==> src/rtl/timer_multi_apb.sv <==
`timescale 1ns/1ps
// timer_multi_apb
//   CH independent CNT_WIDTH-bit up/down timers behind a zero-wait-state APB
//   slave. The channels share one free-running 4-bit prescaler. Each channel
//   has its own reload value, auto-reload mode, sticky write-1-to-clear
//   overflow/underflow flags and an interrupt output.
//
//   Register map, channel n at n*0x10:
//     +0x0 TDR   reload value
//     +0x4 TCR   [7] LOAD [6] ARLD [5] DIR [4] EN [3] IE [1:0] CKS
//     +0x8 TSR   [0] OVF [1] UDF (W1C)
//     +0xC TCNT  live counter
//
// Ports
//   PCLK      clock, rising edge
//   PRESET    asynchronous active-high reset
//   PSEL, PENABLE, PWRITE, PADDR, PWDATA   APB request
//   PRDATA    read data, combinational, 0 when not reading a mapped register
//   PREADY    tied to 1
//   PSLVERR   access phase to an unmapped address
//   TMR_OVF   per-channel overflow flag
//   TMR_URF   per-channel underflow flag
//   TMR_IRQ   per-channel IE & (OVF | UDF)
module timer_multi_apb #(
   parameter int CH         = 2,
   parameter int CNT_WIDTH  = 16,
   parameter int ADDR_WIDTH = 8,
   parameter int DATA_WIDTH = 32
) (
   input  logic                  PCLK,
   input  logic                  PRESET,
   input  logic                  PSEL,
   input  logic                  PENABLE,
   input  logic                  PWRITE,
   input  logic [ADDR_WIDTH-1:0] PADDR,
   input  logic [DATA_WIDTH-1:0] PWDATA,
   output logic [DATA_WIDTH-1:0] PRDATA,
   output logic                  PREADY,
   output logic                  PSLVERR,
   output logic [CH-1:0]         TMR_OVF,
   output logic [CH-1:0]         TMR_URF,
   output logic [CH-1:0]         TMR_IRQ
);

   localparam int                   IDX_W   = ADDR_WIDTH - 4;
   localparam logic [IDX_W-1:0]     CH_LIM  = IDX_W'(CH);
   localparam logic [CNT_WIDTH-1:0] CNT_MAX = '1;

   logic [IDX_W-1:0]     ch_idx;
   logic [1:0]           reg_sel;
   logic                 mapped;
   logic                 wr_en;
   logic [3:0]           presc;

   logic [CNT_WIDTH-1:0] tdr     [CH];
   logic [7:0]           tcr     [CH];
   logic [CNT_WIDTH-1:0] cnt     [CH];
   logic [CNT_WIDTH-1:0] cnt_nxt [CH];
   logic [CH-1:0]        ovf, udf;
   logic [CH-1:0]        set_ovf, set_udf;
   logic [CH-1:0]        ch_hit, tick;
   logic [CH-1:0]        wr_tdr, wr_tcr, wr_tsr, wr_cnt;

   // PWDATA bits above the register widths are intentionally discarded.
   logic                 unused_pwdata;
   assign unused_pwdata = ^PWDATA;

   assign ch_idx  = PADDR[ADDR_WIDTH-1:4];
   assign reg_sel = PADDR[3:2];
   assign mapped  = (PADDR[1:0] == 2'b00) && (ch_idx < CH_LIM);
   assign wr_en   = PSEL && PENABLE && PWRITE && mapped;

   assign PREADY  = 1'b1;
   assign PSLVERR = PSEL && PENABLE && !mapped;
   assign TMR_OVF = ovf;
   assign TMR_URF = udf;

   always_comb begin
      for (int i = 0; i < CH; i++) begin
         ch_hit[i]  = (ch_idx == IDX_W'(i));
         wr_tdr[i]  = wr_en && ch_hit[i] && (reg_sel == 2'd0);
         wr_tcr[i]  = wr_en && ch_hit[i] && (reg_sel == 2'd1);
         wr_tsr[i]  = wr_en && ch_hit[i] && (reg_sel == 2'd2);
         wr_cnt[i]  = wr_en && ch_hit[i] && (reg_sel == 2'd3);
         TMR_IRQ[i] = tcr[i][3] && (ovf[i] || udf[i]);
         case (tcr[i][1:0])
            2'd0:    tick[i] = presc[0];
            2'd1:    tick[i] = &presc[1:0];
            2'd2:    tick[i] = &presc[2:0];
            default: tick[i] = &presc;
         endcase
      end
   end

   // Next count: register write, then LOAD rising edge, then an enabled tick.
   always_comb begin
      for (int i = 0; i < CH; i++) begin
         cnt_nxt[i] = cnt[i];
         set_ovf[i] = 1'b0;
         set_udf[i] = 1'b0;
         if (wr_cnt[i]) begin
            cnt_nxt[i] = PWDATA[CNT_WIDTH-1:0];
         end else if (wr_tcr[i] && PWDATA[7] && !tcr[i][7]) begin
            cnt_nxt[i] = tdr[i];
         end else if (tick[i] && tcr[i][4]) begin
            if (!tcr[i][5]) begin
               if (cnt[i] == CNT_MAX) begin
                  cnt_nxt[i] = tcr[i][6] ? tdr[i] : '0;
                  set_ovf[i] = 1'b1;
               end else begin
                  cnt_nxt[i] = cnt[i] + CNT_WIDTH'(1);
               end
            end else begin
               if (cnt[i] == '0) begin
                  cnt_nxt[i] = tcr[i][6] ? tdr[i] : CNT_MAX;
                  set_udf[i] = 1'b1;
               end else begin
                  cnt_nxt[i] = cnt[i] - CNT_WIDTH'(1);
               end
            end
         end
      end
   end

   always_ff @(posedge PCLK or posedge PRESET) begin
      if (PRESET) begin
         presc <= '0;
         ovf   <= '0;
         udf   <= '0;
         for (int i = 0; i < CH; i++) begin
            tdr[i] <= '0;
            tcr[i] <= '0;
            cnt[i] <= '0;
         end
      end else begin
         presc <= presc + 4'd1;
         for (int i = 0; i < CH; i++) begin
            if (wr_tdr[i]) tdr[i] <= PWDATA[CNT_WIDTH-1:0];
            if (wr_tcr[i]) tcr[i] <= {PWDATA[7:3], 1'b0, PWDATA[1:0]};
            // A flag being set on the same edge as its W1C clear stays set.
            ovf[i] <= set_ovf[i] || (ovf[i] && !(wr_tsr[i] && PWDATA[0]));
            udf[i] <= set_udf[i] || (udf[i] && !(wr_tsr[i] && PWDATA[1]));
            cnt[i] <= cnt_nxt[i];
         end
      end
   end

   always_comb begin
      PRDATA = '0;
      if (PSEL && !PWRITE && mapped) begin
         for (int i = 0; i < CH; i++) begin
            if (ch_hit[i]) begin
               case (reg_sel)
                  2'd0:    PRDATA = DATA_WIDTH'(tdr[i]);
                  2'd1:    PRDATA = DATA_WIDTH'(tcr[i]);
                  2'd2:    PRDATA = DATA_WIDTH'({udf[i], ovf[i]});
                  default: PRDATA = DATA_WIDTH'(cnt[i]);
               endcase
            end
         end
      end
   end

endmodule

==> config.mk <==
export PLATFORM = sky130hd
export DESIGN_NAME = timer_multi_apb
export DESIGN_NICKNAME = d
export VERILOG_FILES = /design/src/rtl/timer_multi_apb.sv
export SDC_FILE = /design/constraint.sdc
export NUM_CORES = 1
export LEC_CHECK = 0
export CAP_MARGIN = 30
export CORE_ASPECT_RATIO = 0.9
export CORE_MARGIN = 2
export CORE_UTILIZATION = 42
export DETAILED_ROUTE_END_ITERATION = 7
export HOLD_SLACK_MARGIN = 0.02
export SETUP_SLACK_MARGIN = 0.5
export SLEW_MARGIN = 20
export SYNTH_ARGS = -nofsm -noshare
export SYNTH_HDL_FRONTEND = slang
export SYNTH_SLANG_ARGS = --single-unit
==> constraint.sdc <==
create_clock -name PCLK -period 7.9 [get_ports PCLK]
set_input_delay 2.37 -clock PCLK [delete_from_list [all_inputs] [get_ports PCLK]]
set_output_delay 2.37 -clock PCLK [all_outputs]
set_load 0.02 [all_outputs]
After elaboration in Yosys (flattened, before gate mapping)
Cells that the tools add are included.
- add/sub/neg operators: 5
- $lt $le $gt $ge: 1
- equal/unequal tests: 10
- mux-type cells: 43
- reductions and logical operators: 59
- operator list (cell ; count):
    16-bit two-way mux ; 17
    16-bit case mux with 3 select lines ; 2
    32-bit two-way mux ; 2
    1-bit logical AND ; 33
    16-bit by 1-bit adder with 16-bit output, second input constant ; 2
    16-bit == test, second input constant ; 2
    16-bit logical NOT ; 2
    16-bit by 1-bit subtractor with 16-bit output, second input constant ; 2
    1-bit two-way mux ; 20
    2-bit == test, second input constant ; 4
    1-bit logical NOT ; 8
    2-bit logical NOT ; 4
    2-bit by 1-bit == test with 1-bit output, second input constant ; 3
    1-bit logical OR ; 6
    1-bit case mux with 3 select lines ; 2
    3-bit nonzero test ; 2
    4-bit by 1-bit adder with 4-bit output, second input constant ; 1
    4-bit by 1-bit == test with 1-bit output, second input constant ; 1
    4-bit logical NOT ; 1
    4-bit by 2-bit less-than comparator with 1-bit output, second input constant ; 1
    4-bit AND reduction ; 1
    3-bit AND reduction ; 1
    2-bit AND reduction ; 1
- flip-flop bits (word level): 86

Longest topological paths before layout
- depth in word-level cells: 10
- depth in mapped cells: 10
- mapped depth without buffers: 8

Worst setup path before layout
No wires, ideal clock.
- kind: input to output
- start point: input PADDR[7]
- end point: output PRDATA[14]
- data arrival time: 3890 ps
- path slack: 1640 ps
- stages: 5
- path buffers: 1
- cells stage by stage: or3_1 -> nor2_1 -> nand3b_1 -> clkbuf_1 -> a211oi_1
- word-level cells in the longest chain between the ends: 4
- elaborated cells on any way between the ends: 8
- classes of those cells: order compare (1); eq/ne (1); mux (3); reduce/logical (3)
- ends and longest elaborated chain (what ; line ; RTL):
    start, declared ; 35 ; input logic [ADDR_WIDTH-1:0] PADDR,
    4-bit by 2-bit less-than comparator with 1-bit output or 4-bit logical NOT (tied branches) ; 70, 80 ;
    1-bit logical AND or 16-bit two-way mux (tied branches) ; 70, 152 ;
    1-bit logical AND or 32-bit two-way mux (tied branches) ; 150, 152 ;
    32-bit two-way mux * ; 150 ; if (PSEL && !PWRITE && mapped) begin
    end, declared ; 37 ; output logic [DATA_WIDTH-1:0] PRDATA,
Every way passes the cells marked *; elsewhere a longest branch is shown, timed or not.

Final worst setup path
- start point: input PADDR[7]
- end point: output PRDATA[8]
Same word-level chain as after synthesis.

==> flow_metrics.py <==
metrics = {
    "global_route": {
        "overflow": 0,
        "grt_start_max_net_pins": 51,
        "antenna_found_initial": 0,
        "grt_usage_pct": 28.90,
        "first_global_vias": 6886,
        "grt_pass1_wl_um": 40740,
    },
    "cells_and_area": {
        "antenna_cells": 0,
        "final_nets": 917,
        "layout-drive-gt1-share_pct": 11.97,
        "synthToLayoutAreaGrowth_pct": 11.37,
        "fin_util_pct": 48.01,
    },
    "worst_setup_path": {
        "crit_arrival_ps": 4940,
        "required_ps": 5530,
        "regToRegStartpoint": "cnt[0]",
        "startpoint_type": "primary input",
        "worstSetupPathType": "in -> out",
        "cpMaxStageDelayCell": "clkdlybuf4s50_1",
        "r2r_slack_ps": 4710,
        "crit_chain": "clkdlybuf4s50_1 -> or3_1 -> nor2_1 -> nand3b_1 -> buf_4 -> nor3_1 -> clkdlybuf4s50_1",
        "r2r_end": "cnt[14]",
        "reg2reg_depth": 8,
        "worstPathMaxFanout": 16,
        "cp_common_cell": "clkdlybuf4s50_1",
        "endpoint": "PRDATA[8]",
        "slowest_delay_ps": 680,
        "startpoint": "PADDR[7]",
        "end_kind": "primary output",
    },
    "clocking": {
        "insertion_delay_ps": 360,
        "cts_made_buffers": 9,
        "clock-sinks": 86,
        "cts_hold_buf": 0,
        "cts_htree_levels": 3,
        "cts_tree": "done",
        "clk_pin_slew_worst_paths_ps": 70,
        "cts_root_buffer": "clkbuf_16",
        "cts_buffer_depth": 2,
    },
    "synth": {
        "synth_seq_cells": 86,
        "synth_ff_type": "dfrtp_1",
        "synthArstFlopShare_pct": 100.0,
        "ys_types": 79,
        "syn_area_um2": 7306,
        "yosysTopAreaCellShare_pct": 29.46,
        "synth_area_leaders": "dfrtp_1 (29%), mux2_2 (7.7%), nand2_1 (3.8%)",
        "ys_seq_area_share_pct": 29.46,
        "synth_edf_count": 0,
        "netlist_instances": 868,
        "avgSynthCellArea_um2": 8.417,
        "yosys.area.top_type": "dfrtp_1",
        "yosysWarnings": 0,
    },
    "power_and_ir_drop": {
        "power_density_nw_per_um2": 147.6,
        "combPwrFrac_pct": 19.2,
        "intPower_mw": 0.8064,
        "pwr-share-clk_pct": 37.8,
        "swShare_pct": 32.85,
        "switchingPower_mw": 0.3946,
        "vdd_ir_drop_max_v": 0.0001109,
        "seq_power_share_pct": 43.0,
        "leakage_nw": 3.117,
    },
    "sta": {
        "setup_viol": 0,
        "fin_setup_tns_ps": 0,
        "max_freq_mhz": 136.9,
        "slew_viol_final": 0,
        "skew_ps": 10.45,
        "layout_min_cycle_time_ps": 7306,
        "min_period_over_period_pct": 92.48,
        "tightest_slew_ps": 994.1,
        "relSlewSlack_pct": 33.21,
        "rsz0062_at_grt": "no",
        "finalHoldViolCount": 0,
    },
    "routing": {
        "dr.pass1.iters": 6,
        "drt_iter0_markers": 1174,
        "post_drt_wl_per_cell_um": 23.77,
        "drtAntennaViolNets": 0,
        "routed_wl_um": 26250,
        "drc": 0,
        "vias": 7402,
        "viasPerCell": 6.705,
    },
    "flow_run": {
        "max_cap_violations": 0,
    },
    "min_path": {
        "hold_class": "reg -> reg",
    },
    "floorplanning": {
        "coreArea_um2": 16950,
        "design.portCount": 85,
        "start_util_pct": 43.11,
        "row_count": 45,
        "fp.dieArea_um2": 18470,
        "die_y_um": 129.1,
        "die_w_um": 143.0,
    },
    "place": {
        "dpl.hpwl_um": 18780,
        "place.gp.congestion": 1.038,
        "port_buffers": 51,
    },
    "outcome": {
        "status": "complete, no violations",
    },
}
worst max-delay path: cells and delay by family:
kind	cells	cell delay (ps)
AND/OR/NAND/NOR	4	1190
buffers and inverters	3	1370
flip-flops by register name, indices dropped and copies added, names as in the netlist:
signal and flops:
TMR_URF 2, TMR_OVF 2, presc 4, cnt 32, tcr 14, tdr 32
repair_timing:
item,CTS,global route
endpoints found under the setup margin,0,1
resized for setup,0,1
setup buffers,0,0
through the flow:
stage          power (mW)  hold WS (ps)  cells  setup WS [ps]  cell area, um^2
2_1_floorplan      0.6796         453.9    883           1640             7362
3_3_place_gp       0.7413         474.6   1085          593.2             7796
3_5_place_dp       0.7490         483.0   1088          586.0             7834
4_1_cts             1.198         496.2   1104          583.5             8132
5_1_grt             1.250         525.5   1104          518.0             8137
6_report            1.201         494.1   1104          593.8             8137
metal layers:
layer	part of all wire, %	track usage, %
met5	0	0
met4	1.8	7.397
met3	11	6.689
met2	44	43.34
met1	44	42.06
Yosys cell counts (5+ instances only):
cell and count:
a211o_1 5, a211oi_1 11, a21o_1 5, a21oi_1 41
a221oi_1 24, a22oi_1 11, a311oi_1 5, a31oi_1 12
and2_1 11, and3_1 12, and4_1 5, buf_2 16
buf_4 21, clkbuf_1 53, dfrtp_1 86, ha_1 8
inv_1 17, mux2_2 50, mux2i_1 16, nand2_1 73
nand3_1 31, nand3b_1 7, nand4_1 15, nor2_1 52
nor2b_1 6, nor3_1 42, nor4_1 8, o211ai_1 10
o21ai_0 43, o221ai_1 11, o22ai_1 11, o31a_1 5
o31ai_1 14, or3_1 12, or4_1 5, xnor2_1 22
xor2_1 15
power groups by stage:
stage | clock network (mW) | logic (mW) | registers [mW]
4_1_cts | 0.456 | 0.228 | 0.514
2_1_floorplan | 0 | 0.199 | 0.480
3_5_place_dp | 0 | 0.227 | 0.522
3_3_place_gp | 0 | 0.220 | 0.521
6_report | 0.454 | 0.231 | 0.517
5_1_grt | 0.476 | 0.254 | 0.520
how the worst min path moves through the flow:
stage	start	to	slack (ps)	cells after the start
after floorplan	presc[3]	presc[3]	450	1
after CTS	presc[3]	presc[3]	500	1
after global routing	presc[3]	presc[3]	530	1
after detailed placement	presc[1]	presc[1]	480	1
after global placement	presc[3]	presc[3]	470	1
final	presc[1]	presc[1]	490	1
logic make-up (layout without fill, tap and decap cells):
family / Yosys count / count (layout) / share of synthesized area [%]
simple gates: 306 / 306 / 22.42
compound gates: 246 / 246 / 23.72
buf+inv: 113 / 99 / 7.364
flops: 86 / 86 / 29.46
mux: 70 / 70 / 11.13
xor+xnor: 37 / 37 / 4.436
fa+ha+maj: 8 / 8 / 1.370
other cells: 2 / 17 / 0.1028
cell type report:
cell class	instances	area, um^2
multi-input cells	684	4677
inverters	17	65.06
repair buffers	66	650.6
flip-flops and latches	86	2152
clock inverters	6	68.82
well taps	235	294.0
clock buffers	10	229.0
fillers	1621	8811
cells in the final DEF, fill, tap and decap left out, types with 6 or more instances in the layout:
cell type and instances:
nand2_1 73, nor2b_1 6, a22oi_1 11, a211oi_1 11, mux2i_1 16, a221oi_1 24, nand3_1 31, o31ai_1 14
clkbuf_16 9, o211ai_1 10, nand4_1 15, o21ai_0 43, nor2_1 52, o22ai_1 11, conb_1 17, clkdlybuf4s50_1 51
and2_1 11, and3_1 12, xnor2_1 22, xor2_1 15, buf_4 11, mux2_2 50, ha_1 8, inv_1 16
o221ai_1 11, nor4_1 8, nand3b_1 7, dfrtp_1 86, nor3_1 41, a31oi_1 12, a21oi_1 41, or3_1 12
(Power assumes the default switching activity.)
